--- src/rtl/apb_mem_bridge_pkg.sv ---
// Shared types and helpers for the APB-to-memory bridge.
package apb_mem_pkg;

    typedef enum logic [1:0] {
        IDLE  = 2'd0,
        ISSUE = 2'd1,
        WAIT  = 2'd2,
        RESP  = 2'd3
    } bridge_state_e;

    localparam int unsigned APB_DW = 32;

    // 32-bit lane index of a byte address within a dw-bit memory word.
    function automatic int unsigned lane_of(input logic [63:0] paddr, input int unsigned dw);
        logic [63:0] word_idx;
        logic [63:0] lane_mask;
        word_idx  = paddr >> 2;
        lane_mask = 64'(dw / APB_DW) - 64'd1;
        return 32'(word_idx & lane_mask);
    endfunction

endpackage

--- src/rtl/apb_mem_bridge_if.sv ---
// APB4 completer port and generic memory-wrapper port of the bridge.
interface apb_mem_bridge_if #(
    parameter int unsigned AW = 32,
    parameter int unsigned DW = 64
);
    import apb_mem_pkg::*;

    logic                psel;
    logic                penable;
    logic                pwrite;
    logic [AW-1:0]       paddr;
    logic [APB_DW-1:0]   pwdata;
    logic [3:0]          pstrb;
    logic [APB_DW-1:0]   prdata;
    logic                pready;
    logic                pslverr;

    logic                mem_req;
    logic                mem_we;
    logic [AW-1:0]       mem_addr;
    logic [DW-1:0]       mem_wdata;
    logic [DW/8-1:0]     mem_wstrb;
    logic [DW-1:0]       mem_rdata;
    logic                mem_rdata_valid;

    // Bridge side.
    modport slave (
        input  psel, penable, pwrite, paddr, pwdata, pstrb,
        output prdata, pready, pslverr,
        output mem_req, mem_we, mem_addr, mem_wdata, mem_wstrb,
        input  mem_rdata, mem_rdata_valid
    );

    // APB requester plus memory model side.
    modport master (
        output psel, penable, pwrite, paddr, pwdata, pstrb,
        input  prdata, pready, pslverr,
        input  mem_req, mem_we, mem_addr, mem_wdata, mem_wstrb,
        output mem_rdata, mem_rdata_valid
    );

endinterface

--- src/rtl/apb_mem_bridge.sv ---
// APB4 completer turning single transfers into one-shot memory requests,
// with lane steering, alignment/strobe checks and a completion timeout.
module apb_mem_bridge
    import apb_mem_pkg::*;
#(
    parameter int unsigned AW      = 32,
    parameter int unsigned DW      = 64,
    parameter int unsigned TIMEOUT = 15
) (
    input  logic             clk,
    input  logic             rst,
    apb_mem_bridge_if.slave  bus
);

    localparam int unsigned SW     = DW / 8;
    localparam int unsigned NLANES = DW / APB_DW;
    localparam int unsigned LANE_W = (NLANES > 1) ? $clog2(NLANES) : 1;
    localparam int unsigned CNT_W  = 8;

    bridge_state_e       state, state_nxt;
    logic [CNT_W-1:0]    cnt, cnt_nxt, cnt_inc;
    logic [LANE_W-1:0]   lane_q, lane_nxt, req_lane;
    logic                write_q, write_nxt;
    logic                req_err;

    logic [APB_DW-1:0]   prdata_q, prdata_nxt;
    logic                pready_q, pready_nxt;
    logic                pslverr_q, pslverr_nxt;
    logic                mem_req_q, mem_req_nxt;
    logic                mem_we_q, mem_we_nxt;
    logic [AW-1:0]       mem_addr_q, mem_addr_nxt;
    logic [DW-1:0]       mem_wdata_q, mem_wdata_nxt;
    logic [SW-1:0]       mem_wstrb_q, mem_wstrb_nxt;

    assign req_lane = LANE_W'(lane_of(64'(bus.paddr), DW));
    assign req_err  = (bus.paddr[1:0] != 2'b00) || (!bus.pwrite && (bus.pstrb != 4'h0));
    assign cnt_inc  = cnt + CNT_W'(1);

    // Next-state and next-output logic.
    always_comb begin
        state_nxt     = state;
        cnt_nxt       = cnt;
        lane_nxt      = lane_q;
        write_nxt     = write_q;
        prdata_nxt    = prdata_q;
        pready_nxt    = 1'b0;
        pslverr_nxt   = pslverr_q;
        mem_req_nxt   = 1'b0;
        mem_we_nxt    = 1'b0;
        mem_addr_nxt  = mem_addr_q;
        mem_wdata_nxt = mem_wdata_q;
        mem_wstrb_nxt = mem_wstrb_q;

        case (state)
            IDLE: begin
                if (bus.psel && bus.penable) begin
                    lane_nxt  = req_lane;
                    write_nxt = bus.pwrite;
                    if (req_err) begin
                        state_nxt   = RESP;
                        pready_nxt  = 1'b1;
                        pslverr_nxt = 1'b1;
                        prdata_nxt  = '0;
                    end else begin
                        state_nxt     = ISSUE;
                        mem_req_nxt   = 1'b1;
                        mem_we_nxt    = bus.pwrite;
                        mem_addr_nxt  = bus.paddr & ~AW'(SW - 1);
                        mem_wdata_nxt = {NLANES{bus.pwdata}};
                        mem_wstrb_nxt = SW'(bus.pstrb) << (req_lane * 4);
                    end
                end
            end

            ISSUE: begin
                state_nxt = WAIT;
                cnt_nxt   = '0;
            end

            // Completion wins over a coincident timeout.
            WAIT: begin
                cnt_nxt = cnt_inc;
                if (bus.mem_rdata_valid) begin
                    state_nxt     = RESP;
                    pready_nxt    = 1'b1;
                    pslverr_nxt   = 1'b0;
                    prdata_nxt    = write_q ? '0
                                            : APB_DW'(bus.mem_rdata >> (lane_q * APB_DW));
                    mem_addr_nxt  = '0;
                    mem_wdata_nxt = '0;
                    mem_wstrb_nxt = '0;
                end else if (cnt_inc == CNT_W'(TIMEOUT)) begin
                    state_nxt     = RESP;
                    pready_nxt    = 1'b1;
                    pslverr_nxt   = 1'b1;
                    prdata_nxt    = '0;
                    mem_addr_nxt  = '0;
                    mem_wdata_nxt = '0;
                    mem_wstrb_nxt = '0;
                end
            end

            RESP: begin
                state_nxt   = IDLE;
                cnt_nxt     = '0;
                prdata_nxt  = '0;
                pslverr_nxt = 1'b0;
            end

            default: begin
                state_nxt = IDLE;
            end
        endcase
    end

    // State and output registers.
    always_ff @(posedge clk or posedge rst) begin
        if (rst) begin
            state       <= IDLE;
            cnt         <= '0;
            lane_q      <= '0;
            write_q     <= 1'b0;
            prdata_q    <= '0;
            pready_q    <= 1'b0;
            pslverr_q   <= 1'b0;
            mem_req_q   <= 1'b0;
            mem_we_q    <= 1'b0;
            mem_addr_q  <= '0;
            mem_wdata_q <= '0;
            mem_wstrb_q <= '0;
        end else begin
            state       <= state_nxt;
            cnt         <= cnt_nxt;
            lane_q      <= lane_nxt;
            write_q     <= write_nxt;
            prdata_q    <= prdata_nxt;
            pready_q    <= pready_nxt;
            pslverr_q   <= pslverr_nxt;
            mem_req_q   <= mem_req_nxt;
            mem_we_q    <= mem_we_nxt;
            mem_addr_q  <= mem_addr_nxt;
            mem_wdata_q <= mem_wdata_nxt;
            mem_wstrb_q <= mem_wstrb_nxt;
        end
    end

    assign bus.prdata    = prdata_q;
    assign bus.pready    = pready_q;
    assign bus.pslverr   = pslverr_q;
    assign bus.mem_req   = mem_req_q;
    assign bus.mem_we    = mem_we_q;
    assign bus.mem_addr  = mem_addr_q;
    assign bus.mem_wdata = mem_wdata_q;
    assign bus.mem_wstrb = mem_wstrb_q;

endmodule

--- src/flat_wrapper.sv ---
// flat-port wrapper written by rule: the top's interface ports become plain ports
module apb_mem_bridge_flat import apb_mem_pkg::*;
#(
    parameter int unsigned AW      = 32,
    parameter int unsigned DW      = 64,
    parameter int unsigned TIMEOUT = 15
)
  (clk, rst, bus_psel, bus_penable, bus_pwrite, bus_paddr, bus_pwdata, bus_pstrb, bus_prdata, bus_pready, bus_pslverr, bus_mem_req, bus_mem_we, bus_mem_addr, bus_mem_wdata, bus_mem_wstrb, bus_mem_rdata, bus_mem_rdata_valid);
  apb_mem_bridge_if #(.AW(AW), .DW(DW)) bus_i ();
  input  logic clk;
  input  logic rst;
  input wire logic [$bits(bus_i.psel)-1:0] bus_psel;
  input wire logic [$bits(bus_i.penable)-1:0] bus_penable;
  input wire logic [$bits(bus_i.pwrite)-1:0] bus_pwrite;
  input wire logic [$bits(bus_i.paddr)-1:0] bus_paddr;
  input wire logic [$bits(bus_i.pwdata)-1:0] bus_pwdata;
  input wire logic [$bits(bus_i.pstrb)-1:0] bus_pstrb;
  output wire logic [$bits(bus_i.prdata)-1:0] bus_prdata;
  output wire logic [$bits(bus_i.pready)-1:0] bus_pready;
  output wire logic [$bits(bus_i.pslverr)-1:0] bus_pslverr;
  output wire logic [$bits(bus_i.mem_req)-1:0] bus_mem_req;
  output wire logic [$bits(bus_i.mem_we)-1:0] bus_mem_we;
  output wire logic [$bits(bus_i.mem_addr)-1:0] bus_mem_addr;
  output wire logic [$bits(bus_i.mem_wdata)-1:0] bus_mem_wdata;
  output wire logic [$bits(bus_i.mem_wstrb)-1:0] bus_mem_wstrb;
  input wire logic [$bits(bus_i.mem_rdata)-1:0] bus_mem_rdata;
  input wire logic [$bits(bus_i.mem_rdata_valid)-1:0] bus_mem_rdata_valid;
  assign bus_i.psel = bus_psel;
  assign bus_i.penable = bus_penable;
  assign bus_i.pwrite = bus_pwrite;
  assign bus_i.paddr = bus_paddr;
  assign bus_i.pwdata = bus_pwdata;
  assign bus_i.pstrb = bus_pstrb;
  assign bus_prdata = bus_i.prdata;
  assign bus_pready = bus_i.pready;
  assign bus_pslverr = bus_i.pslverr;
  assign bus_mem_req = bus_i.mem_req;
  assign bus_mem_we = bus_i.mem_we;
  assign bus_mem_addr = bus_i.mem_addr;
  assign bus_mem_wdata = bus_i.mem_wdata;
  assign bus_mem_wstrb = bus_i.mem_wstrb;
  assign bus_i.mem_rdata = bus_mem_rdata;
  assign bus_i.mem_rdata_valid = bus_mem_rdata_valid;
  apb_mem_bridge #(.AW(AW), .DW(DW), .TIMEOUT(TIMEOUT)) u_core (.clk(clk), .rst(rst), .bus(bus_i));
endmodule
--- config.mk ---
export PLATFORM = sky130hd
export DESIGN_NAME = apb_mem_bridge_flat
export DESIGN_NICKNAME = d
export VERILOG_FILES = /design/src/rtl/apb_mem_bridge_pkg.sv /design/src/rtl/apb_mem_bridge_if.sv /design/src/rtl/apb_mem_bridge.sv /design/src/flat_wrapper.sv
export SDC_FILE = /design/constraint.sdc
export NUM_CORES = 1
export LEC_CHECK = 0
export ABC_AREA = 1
export CAP_MARGIN = 5
export CORE_ASPECT_RATIO = 1.4
export CORE_MARGIN = 5
export CORE_UTILIZATION = 42
export CTS_BUF_LIST = sky130_fd_sc_hd__clkbuf_4 sky130_fd_sc_hd__clkbuf_8 sky130_fd_sc_hd__clkbuf_16
export CTS_CLUSTER_DIAMETER = 50
export DETAILED_ROUTE_END_ITERATION = 8
export PLACE_DENSITY = 0.81
export SKIP_LAST_GASP = 1
export SLEW_MARGIN = 20
export SYNTH_ARGS = -nofsm -noshare
export SYNTH_HDL_FRONTEND = slang
export SYNTH_SLANG_ARGS = --single-unit
--- constraint.sdc ---
create_clock -name clk -period 6.71 [get_ports clk]
set_clock_uncertainty 0.2 [all_clocks]
set_input_delay 1.6775 -clock clk [delete_from_list [all_inputs] [get_ports clk]]
set_output_delay 1.6775 -clock clk [all_outputs]
set_load 0.01 [all_outputs]
# Word level (Yosys, flattened, before mapping)
# Index checks and enable logic that the tools add are counted.
# op_classes
n_addsub	1
multipliers	0
n_div	0
n_lt_le_gt_ge	0
n_eq_ne	8
n_shift	2
mux	42
bitwise_logic	0
n_reduce_logical	15
# op_table
cell	count
2-to-1 mux 32 bit	8
2-to-1 mux 64 bit	4
one-hot mux 64 bit (2 select lines)	1
one-hot mux 32 bit (3 select lines)	1
one-hot mux 32 bit (2 select lines)	1
>> shifter 64 x 6 -> 32 bit	1
2-to-1 mux 8 bit	4
one-hot mux 8 bit (2 select lines)	2
2-to-1 mux 1 bit	14
adder 8 x 1 -> 8 bit (second input constant)	1
== test 8 x 4 -> 1 bit (second input constant)	1
2-to-1 mux 2 bit	4
one-hot mux 2 bit (4 select lines)	1
AND reduction 4 bit	2
left shift 4 x 3 -> 8 bit	1
nonzero test 2 bit	3
== test 2 bit (second input constant)	2
!= test 2 x 1 -> 1 bit (second input constant)	2
AND reduction 2 bit	2
nonzero test 4 bit	1
!= test 3 x 2 -> 1 bit (second input constant)	1
one-hot mux 1 bit (3 select lines)	1
nonzero test 3 bit	1
== test 2 x 1 -> 1 bit (second input constant)	1
7 further kinds	8
# word_totals
regBits	152
latchBits	0
mem_bits_rw	0
mem_bits_ro	0
inputBits	138
out_inout_bits	140
memories	0

# Depth between registers and ports, before layout
# Gate-level depths: netlist (run 1).
# logic_depth
word_depth	6
ltp_mapped	13
ltp_nobuf	11

# Least setup slack after synthesis (run 1)
# OpenSTA, ideal clock, no wires.
# synth_path
path_type	input to register
start	in bus_pstrb[3]
end	reg u_core.mem_addr_q[10] (netlist: u_core.bus.mem_addr[10])
setup_time_ns	0.067
arrival_time_ns	2.931
setup_slack_ns	3.512
path_stages	9
path_buffers	2
path_cell_list	inv_1 nand4_1 nand2_1 nand2_1 a21oi_1 buf_2 buf_2 nand4_1 nand2_1
# synth_between
elab_chain_len	5
# synth_rtl
element	line_no	text
start: declaration	flat_wrapper.sv:17	input wire logic [$bits(bus_i.pstrb)-1:0] bus_pstrb;
nonzero test 4 bit	apb_mem_bridge.sv:36	assign req_err = (bus.paddr[1:0] != 2'b00) || (!bus.pwrite && (bus.pstrb != 4'h0));
logical AND 1 bit	apb_mem_bridge.sv:36	
logical OR 1 bit	apb_mem_bridge.sv:36	
!= test 2 bit (no line)	-	
AND reduction 4 bit (no line)	-	
end signal: assignment	apb_mem_bridge.sv:141	mem_addr_q <= mem_addr_nxt;
end: declaration	apb_mem_bridge.sv:31	logic [AW-1:0] mem_addr_q, mem_addr_nxt;
# No other way between the ends.
# A chain may end at the register's enable or synchronous reset.

# Final worst setup path (run 1)
# layout_path
start	in bus_mem_rdata_valid
end	reg u_core.mem_wdata_q[39] (netlist: u_core.bus.mem_wdata[39])
# layout_between
elab_chain_len	2
# layout_rtl
element	line_no	text
start: declaration	flat_wrapper.sv:27	input wire logic [$bits(bus_i.mem_rdata_valid)-1:0] bus_mem_rdata_valid;
!= test 3 x 2 -> 1 bit (no line) or 2-to-1 mux 64 bit (tied branches)	-	
AND reduction 4 bit (no line) or one-hot mux 64 bit (2 select lines) (tied branches)	-	
end signal: assignment	apb_mem_bridge.sv:142	mem_wdata_q <= mem_wdata_nxt;
end: declaration	apb_mem_bridge.sv:32	logic [DW-1:0] mem_wdata_q, mem_wdata_nxt;
# Several ways; a longest one is shown, not always the timed one.

==> results.toml, run 1 <==
[yosys]
ys_ff_latch = 117
avgSynthCellArea_sq_um = 7.918
ys_warn_count = 0
ys_types = 25
syn_inst = 780
ys_seq_area_frac = 0.4741
syn-cell-area_sq_um = 6176

[finish]
nNetsFinal = 1143
area_growth_pct = 52.82
drive_gt1_frac = 0.07913
mostFrequentLayoutCell = "clkdlybuf4s50_1"
seq_area_sq_um = 2928
fillers = 1232
finalInstanceArea_sq_um = 9438
multiInputGateArea_sq_um = 2466
diodes = 0
mostFrequentLayoutCells = "clkdlybuf4s50_1, nand2_1, dfrtp_1, nor2_1, inv_1"

[place]
globalplace.congestion = 0.8035
dpl_cell_area_sq_um = 8746
dp_hpwl_mm = 12.91
port_buffers = 274

[timing]
maxSlewHeadroom = 0.4794
post-route-min-period_ns = 3.956
fin_crit_sh = 0.5896
tightest_slew_ns = 0.7782
final_max_slew_viol_count = 0
setup_viol = 0
hold_viol_final = 0
rsz0062_at_grt = "no"
fmaxAchievable_mhz = 252.8
setup-tns-final_ns = 0

[die]
die-area_sq_um = 17260
die_h_um = 153.5
initial_utilization = 0.4276
rows = 52
ioPinCount = 278
coreArea_sq_um = 14440
fp.dieW_um = 112.5

[pwr]
switching_share = 0.3827
p_per_area_nw_per_um2 = 453.8
ir_drop_mv = 0.2144
power_frac_seq = 0.271
switchingPower_mw = 1.639
power_mw = 4.283
p_leak_nw = 4.473
combPwrFrac = 0.485
intPower_mw = 2.644
pwr-share-clk = 0.244

[route]
detail_route.wl_per_cell_um = 15.01
antenna_left = 0
via_count = 5821
drt_iter0_drc = 290
routed_wl_mm = 18.01
via_per_inst = 4.851
dr.pass1.iters = 5
drcViolationCount = 0

[min_path]
hold_class = "reg -> reg"

[cts]
cts_buffers = 17
cts.sinks = 117
ctsHoldBuffers = 0
cts_root_buffer = "clkbuf_16"
post-cts-setup-buffers = 0
clk_pin_slew_worst_paths_ns = 0.06
ctsLongestPathBuffers = 2
cts_tree = "done"
htree_num_levels = 4
insertion_delay_ns = 0.40
post_cts_resized = 0

[setup_path]
cp_data_arrival_time_ns = 4.04
required_ns = 6.79
path_class = "in -> reg"
worst_setup_path_end_kind = "flip-flop"
start_kind = "input pin"
crit_path_max_fanout = 71

[grt]
antenna_found_initial = 0
grt_pass1_vias = 5687
grtUsageTotal = 0.2057
grt-ovfl-total = 0
grt_pass1_wl_mm = 28.94
grt_max_degree = 81

[job]
maxCapViolations = 0

[status]
status = "finished, final reports clean"
==> state kept, by name, indices dropped and copies added (netlist names), 2 cells and up <==
register and flops:
u_core.state 2, u_core.bus.mem_wstrb 8, u_core.bus.mem_addr 29, u_core.cnt 8, u_core.bus.prdata 32, u_core.bus.mem_wdata 32
==> kinds of logic after synthesis <==
family	share of synthesized area
flip-flops	0.4741
other	0.0006072
buffers and inverters	0.1321
XOR/XNOR	0.001418
adder cells (fa/ha/maj)	0.01418
AO/OA/AOI/OAI	0.04234
AND/OR/NAND/NOR	0.2769
multiplexers	0.05835
==> Yosys cell counts <==
| cell type | n | area [sq um] |
|---|---|---|
| conb_1 | 1 | 3.750 |
| nor2_1 | 86 | 322.8 |
| o21ai_1 | 13 | 65.06 |
| nand4_1 | 70 | 437.9 |
| mux2_2 | 32 | 360.4 |
| or3_1 | 1 | 6.260 |
| nand2_1 | 235 | 882.1 |
| o31ai_1 | 1 | 7.510 |
| nand3_1 | 8 | 40.04 |
| o21ai_0 | 26 | 130.1 |
| buf_6 | 5 | 56.30 |
| buf_2 | 4 | 20.02 |
| nand2_2 | 1 | 6.260 |
| buf_1 | 5 | 18.77 |
| buf_4 | 37 | 277.8 |
| ha_1 | 7 | 87.58 |
| dfrtp_1 | 117 | 2928 |
| o211ai_1 | 1 | 7.510 |
| nor3_1 | 1 | 5.000 |
| o22ai_1 | 5 | 31.28 |
| clkbuf_1 | 34 | 127.6 |
| nand3_2 | 1 | 10.01 |
| xor2_1 | 1 | 8.760 |
| a21oi_1 | 4 | 20.02 |
| inv_1 | 84 | 315.3 |
==> final timing paths <==
kind | from | endpoint | slack [ns] | depth (start not counted)
max | bus_mem_rdata_valid | u_core.bus.mem_wdata[39] | 2.75 | 8
min | u_core.bus.mem_addr[8] | u_core.bus.mem_addr[8] | 0.27 | 2
max reg2reg | u_core.cnt[1] | u_core.bus.mem_wdata[39] | 3.32 | 13
min reg2reg | u_core.bus.mem_addr[8] | u_core.bus.mem_addr[8] | 0.27 | 2
max in group asynchronous | rst | u_core.bus.prdata[15] | 3.75 | 3
min in group asynchronous | rst | u_core.bus.mem_wdata[46] | 1.58 | 2
==> critical path, stage by stage <==
cell             delay, ns
clkdlybuf4s50_1       0.49
nor2_1                0.07
nand2_2               0.10
buf_4                 0.56
nand3_2               0.43
buf_4                 0.45
nand2_1               0.15
nand2_1               0.07
==> per-layer routing <==
metal / global-route usage / vias up / share of wire
met4: 0.08076 / 0 / 0.026
met3: 0.06646 / 32 / 0.082
met2: 0.3507 / 244 / 0.49
li1: - / 2878 / -
met5: 0 / - / 0
met1: 0.2388 / 2667 / 0.40
==> power groups by stage <==
stage | Clock (mW) | Combinational, mW | Sequential (mW)
global route | 1.10 | 2.29 | 1.19
CTS | 1.07 | 2.10 | 1.16
floorplan | 0 | 1.18 | 1.24
detailed placement | 0 | 2.10 | 1.16
global placement | 0 | 2.06 | 1.16
finish | 1.05 | 2.08 | 1.16
==> cell type report <==
type | count | area share
Clock buffer | 20 | 0.04879
Clock inverter | 12 | 0.02373
Inverter | 84 | 0.03394
Multi-Input combinational cell | 496 | 0.2613
Sequential cell | 117 | 0.3102
Tap cell | 189 | 0.02506
Timing Repair Buffer | 282 | 0.2970
==> through the flow <==
stage / setup WS [ns] / hold WS, ns / util / instances
after floorplan: 1.732 / 0.2426 / - / 782
after global placement: 2.331 / 0.2532 / 0.6055 / 1168
after detailed placement: 2.229 / 0.2573 / 0.6055 / 1168
after CTS: 2.649 / 0.2719 / 0.6529 / 1200
after global routing: 2.587 / 0.2863 / 0.6534 / 1200
final: 2.754 / 0.2682 / 0.6534 / 1200
Power figures use the tool's default switching activity.
==> inputs of run 2 (changes only) <==
CORE_UTILIZATION = 38   (was 42)
PLACE_DENSITY = 0.77   (was 0.81)
clock period = 3.4 ns   (was 6.71 ns; I/O delays follow)
==> run 2 against run 1 <==
Against the previous run:
- cell area is 0.24% lower
- flip-flop and latch count stayed put
- combinational power is 100% higher
- global-route usage is 1.1 points lower
- clock power is 69% higher
- first-iteration DRC count is 48% higher
- register-to-register slack worse by 2.6 ns
- die area is 9.7% higher
- via count is 1.7% higher
- setup slack worse by 2.0 ns
==> results.toml, run 2 (synthesis gave the netlist of run 1 again) <==
[status]
status = "finished, final reports clean"

[route]
drt_iter0_drc = 429
via_per_inst = 4.883
dr.pass1.iters = 4
detail_route.wl_per_cell_um = 15.45
routed_wl_mm = 18.72
antenna_left = 0
drcViolationCount = 0
via_count = 5918

[finish]
mostFrequentLayoutCells = "clkdlybuf4s50_1, nand2_1, dfrtp_1, nor2_1, inv_1"
area_growth_pct = 52.45
diodes = 0
seq_area_sq_um = 2928
stdcell_count = 1212
multiInputGateArea_sq_um = 2461
finalInstanceArea_sq_um = 9415
drive_gt1_frac = 0.08095
mostFrequentLayoutCell = "clkdlybuf4s50_1"
nNetsFinal = 1145
fillers = 1475
final_core_util = 0.5847

[die]
fp.dieW_um = 117.7
coreArea_sq_um = 16100
die-area_sq_um = 18940
ioPinCount = 278
rows = 55
initial_utilization = 0.3835
die_h_um = 160.8

[grt]
antenna_found_initial = 0
grt_max_degree = 118
grt_pass1_vias = 5767
grtUsageTotal = 0.1949
grt-ovfl-total = 0
grt_pass1_wl_mm = 30.39

[cts]
htree_num_levels = 4
cts_tree = "done"
post-cts-setup-buffers = 0
insertion_delay_ns = 0.40
clk_pin_slew_worst_paths_ns = 0.06
ctsHoldBuffers = 0
cts_root_buffer = "clkbuf_16"
cts.sinks = 117
ctsLongestPathBuffers = 2
cts_buffers = 17
post_cts_resized = 0

[setup_path]
required_ns = 3.52
worst_setup_path_end_kind = "flip-flop"
path_buf_inv = 3
slowest_delay_ns = 0.55
path_cells = "inv_1 > ha_2 > inv_1 > nor2_1 > nand2_2 > nand2_2 > buf_12 > nand2_1 > o21ai_1"
cp_data_arrival_time_ns = 2.80
start_kind = "flip-flop"
cp_top_family = "simple AND/OR/NAND/NOR gates"
critical-path-slowest-cell = "ha_2"
crit_path_max_fanout = 46
path_class = "reg -> reg"

[timing]
tightest_slew_ns = 0.7116
setup_viol = 0
hold_ws_ns = 0.2688
hold_viol_final = 0
setup-tns-final_ns = 0
final_max_slew_viol_count = 0
post-route-min-period_ns = 2.680
maxSlewHeadroom = 0.5256
fmaxAchievable_mhz = 373.1
rsz0062_at_grt = "no"
fin_crit_sh = 0.7882

[place]
globalplace.congestion = 0.7918
port_buffers = 274
dp_cells = 1180
dp_hpwl_mm = 13.29
dpl_cell_area_sq_um = 8825

[pwr]
p_leak_nw = 4.438
p_per_area_nw_per_um2 = 880.1
ir_drop_mv = 0.7336

[min_path]
hold_class = "reg -> reg"

[job]
maxCapViolations = 0
==> run 2: final timing paths <==
kind	startpoint	to	slack [ns]	cells past startpoint
worst max-delay path	u_core.state[0]	u_core.bus.prdata[29]	0.72	9
worst min-delay path	u_core.bus.mem_addr[21]	u_core.bus.mem_addr[21]	0.27	2
worst max register to register	u_core.state[0]	u_core.bus.prdata[29]	0.72	9
worst min register to register	u_core.bus.mem_addr[21]	u_core.bus.mem_addr[21]	0.27	2
max in group asynchronous	rst	u_core.bus.mem_addr[10]	1.70	3
min in group asynchronous	rst	u_core.bus.prdata[11]	0.77	3
==> run 2: cell type report <==
type	count	area share
inverters	84	0.03389
repair buffers	284	0.3046
clock buffers	20	0.04890
flip-flops and latches	117	0.3110
well taps	199	0.02645
multi-input cells	496	0.2614
clock inverters	12	0.01382
==> run 2: worst register-to-register path, delay by kind of cell, from the launching register on <==
family	cells	cell delay, ns
adder cells (fa/ha/maj)	1	0.55
AND/OR/NAND/NOR	4	0.73
buffers and inverters	3	0.64
AO/OA/AOI/OAI	1	0.08
flip-flops	1	0.40
==> run 2: per-layer routing <==
metal	global-route usage	routed length [um]
met1	0.2456	7606
met2	0.3146	9104
met3	0.06622	1644
met4	0.06416	368
met5	0	0
==> run 2: stage by stage <==
step                      power [mW]  setup slack [ns]
after floorplan                4.794            0.9226
after global placement         6.511            0.4510
after detailed placement       6.589            0.3675
after CTS                      8.395            0.6991
after global routing           8.900            0.4712
final                          8.286            0.7200
==> run 2: where the power goes <==
part / internal, mW / switching, mW / total, mW
Combinational: 1.96 / 2.27 / 4.23
Sequential: 1.93 / 0.362 / 2.29
Clock: 1.12 / 0.643 / 1.77
Total: 5.01 / 3.28 / 8.29
==> inputs of run 3 (changes only) <==
clock period = 2.3 ns   (was 3.4 ns; I/O delays follow)
==> run 3 against run 2 <==
Against the previous run:
- routed wire length rose by 7.3%
- cell area rose by 6.8%
- total power rose by 64%
- hold slack got worse by 0.0013 ns
- clock-buffer cell count rose by 3
- register-to-register slack got worse by 0.67 ns
- first-iteration DRC count fell by 21%
- setup slack got worse by 0.67 ns
- critical path type unchanged
- largest power group unchanged
==> results.toml, run 3 (synthesis gave the netlist of run 1 again) <==
[status]
status = "finished, final reports clean"

[timing]
final_max_slew_viol_count = 0
setup_viol = 0
rsz0062_at_grt = "yes"
maxSlewHeadroom = 0.5618
tightest_slew_ns = 0.6573
hold_viol_final = 0
fin_crit_sh = 0.9790
post-route-min-period_ns = 2.252
fmaxAchievable_mhz = 444.1
setup-tns-final_ns = 0

[cts]
cts_root_buffer = "clkbuf_16"
ctsLongestPathBuffers = 2
cts.sinks = 117
clk_pin_slew_worst_paths_ns = 0.05
htree_num_levels = 4
cts_tree = "done"
cts_buffers = 17
insertion_delay_ns = 0.41

[setup_path]
crit_cells = 10
crit_path_max_fanout = 8
cp_data_arrival_time_ns = 2.34
cp_top_family = "simple AND/OR/NAND/NOR gates"
required_ns = 2.39
r2r-end = "u_core.bus.mem_wdata[51]"
critical-path-slowest-cell = "dfrtp_1"
path_cells = "ha_4 > nand3_2 > nor2_4 > xor2_2 > nand3_2 > nand2_4 > nand3_4 > clkbuf_16 > nand2_2 > nand2_2"
reg2reg_slack_ns = 0.05
r2r-start = "u_core.cnt[0]"
rr_worst_depth = 10
worst_setup_path_end_kind = "flip-flop"
path_buf_inv = 1
start_kind = "flip-flop"
path_class = "reg -> reg"
slowest_delay_ns = 0.41

[place]
port_buffers = 274
globalplace.congestion = 0.7897
dp_hpwl_mm = 13.93

[route]
dr.pass1.iters = 5
routed_wl_mm = 20.09
detail_route.wl_per_cell_um = 16.19
via_per_inst = 4.838
via_count = 6004
drcViolationCount = 0
drt_iter0_drc = 339
antenna_left = 0

[grt]
grtUsageTotal = 0.1949
grt_pass1_wl_mm = 30.29
grt_pass1_vias = 5824
antenna_found_initial = 0
grt_max_degree = 64
grt-ovfl-total = 0

[die]
fp.dieW_um = 117.7
die_h_um = 160.8
die-area_sq_um = 18940
ioPinCount = 278
rows = 55
coreArea_sq_um = 16100
initial_utilization = 0.3835

[finish]
area_growth_pct = 62.86
multiInputGateArea_sq_um = 2649
fillers = 1425
nNetsFinal = 1175
diodes = 0
mostFrequentLayoutCells = "clkdlybuf4s50_1, nand2_1, dfrtp_1, inv_1, nor2_1"
seq_area_sq_um = 2928
final_core_util = 0.6246
drive_gt1_frac = 0.1497
mostFrequentLayoutCell = "clkdlybuf4s50_1"

[pwr]
switching_share = 0.3870
combPwrFrac = 0.536
pwr-share-clk = 0.209
intPower_mw = 8.342
p_leak_nw = 4.729
switchingPower_mw = 5.268
ir_drop_mv = 0.6901
power_frac_seq = 0.255
p_per_area_nw_per_um2 = 1353

[min_path]
hold_class = "in -> async"

[job]
maxCapViolations = 0
-- run 3: cell count changes in the layout (fill, tap and decap cells not counted), moves of 3 or more --
cell | previous run | this run
nor2_1 | 85 | 81
nand2_2 | 3 | 32
clkbuf_16 | 17 | 20
buf_4 | 6 | 19
nand2_1 | 233 | 197
nand3_1 | 8 | 5
buf_12 | 4 | 13
buf_6 | 0 | 5
nand2_4 | 0 | 7
-- run 3: final cells by class --
class | instances | share of cell area
clock buffer | 23 | 0.04864
clock inverter | 8 | 0.01468
inverter | 84 | 0.03172
multi-input combinational | 496 | 0.2633
sequential | 117 | 0.2911
tap | 199 | 0.02475
timing repair buffer | 314 | 0.3258
-- run 3: per-layer routing --
metal,global-route usage,part of all wire,vias to the layer above
met4,0.05269,0.019,0
met5,0,0,-
li1,-,-,2944
met3,0.07327,0.082,25
met2,0.3339,0.51,254
met1,0.2292,0.39,2781
-- run 3: worst max path at each step --
| stage | startpoint | endpoint | slack, ns |
|---|---|---|---|
| global route | u_core.cnt[0] | u_core.bus.mem_wdata[33] | -0.06 |
| detailed placement | bus_pstrb[3] | u_core.bus.mem_addr[11] | -0.19 |
| CTS | u_core.cnt[0] | u_core.bus.mem_wdata[51] | 0.02 |
| floorplan | rst | u_core.bus.mem_addr[10] | 0.1 |
| global placement | bus_pstrb[2] | u_core.bus.mem_addr[3] | -0.13 |
| finish | u_core.cnt[0] | u_core.bus.mem_wdata[51] | 0.05 |
-- run 3: repair_timing --
| item | 4_1_cts | 5_1_grt |
|---|---|---|
| endpoints found under the setup margin | 0 | 103 |
| resized for setup | 0 | 60 |
| hold endpoints to repair | 0 | 0 |
| hold buffers | 0 | 0 |
| setup buffers | 0 | 6 |
-- run 3: per-stage QoR --
stage          power (mW)  area (sq um)  cells  setup WS (ns)  hold WS, ns
6_report            13.61         10060   1241        0.04822       0.2675
3_3_place_gp        9.954          9047   1198        -0.1327       0.2525
5_1_grt             14.49         10060   1241       -0.06027       0.2775
3_5_place_dp        10.08          9047   1198        -0.1910       0.2584
4_1_cts             12.99          9684   1229        0.01535       0.2608
2_1_floorplan       7.086          6187    782        0.09761       0.2426
-- run 3: power by group through the flow --
stage / sequential [mW] / combinational, mW / clock, mW
2_1_floorplan: 3.63 / 3.46 / 0
4_1_cts: 3.43 / 6.66 / 2.90
6_report: 3.48 / 7.29 / 2.84
3_5_place_dp: 3.44 / 6.64 / 0
5_1_grt: 3.57 / 7.93 / 2.99
3_3_place_gp: 3.44 / 6.52 / 0
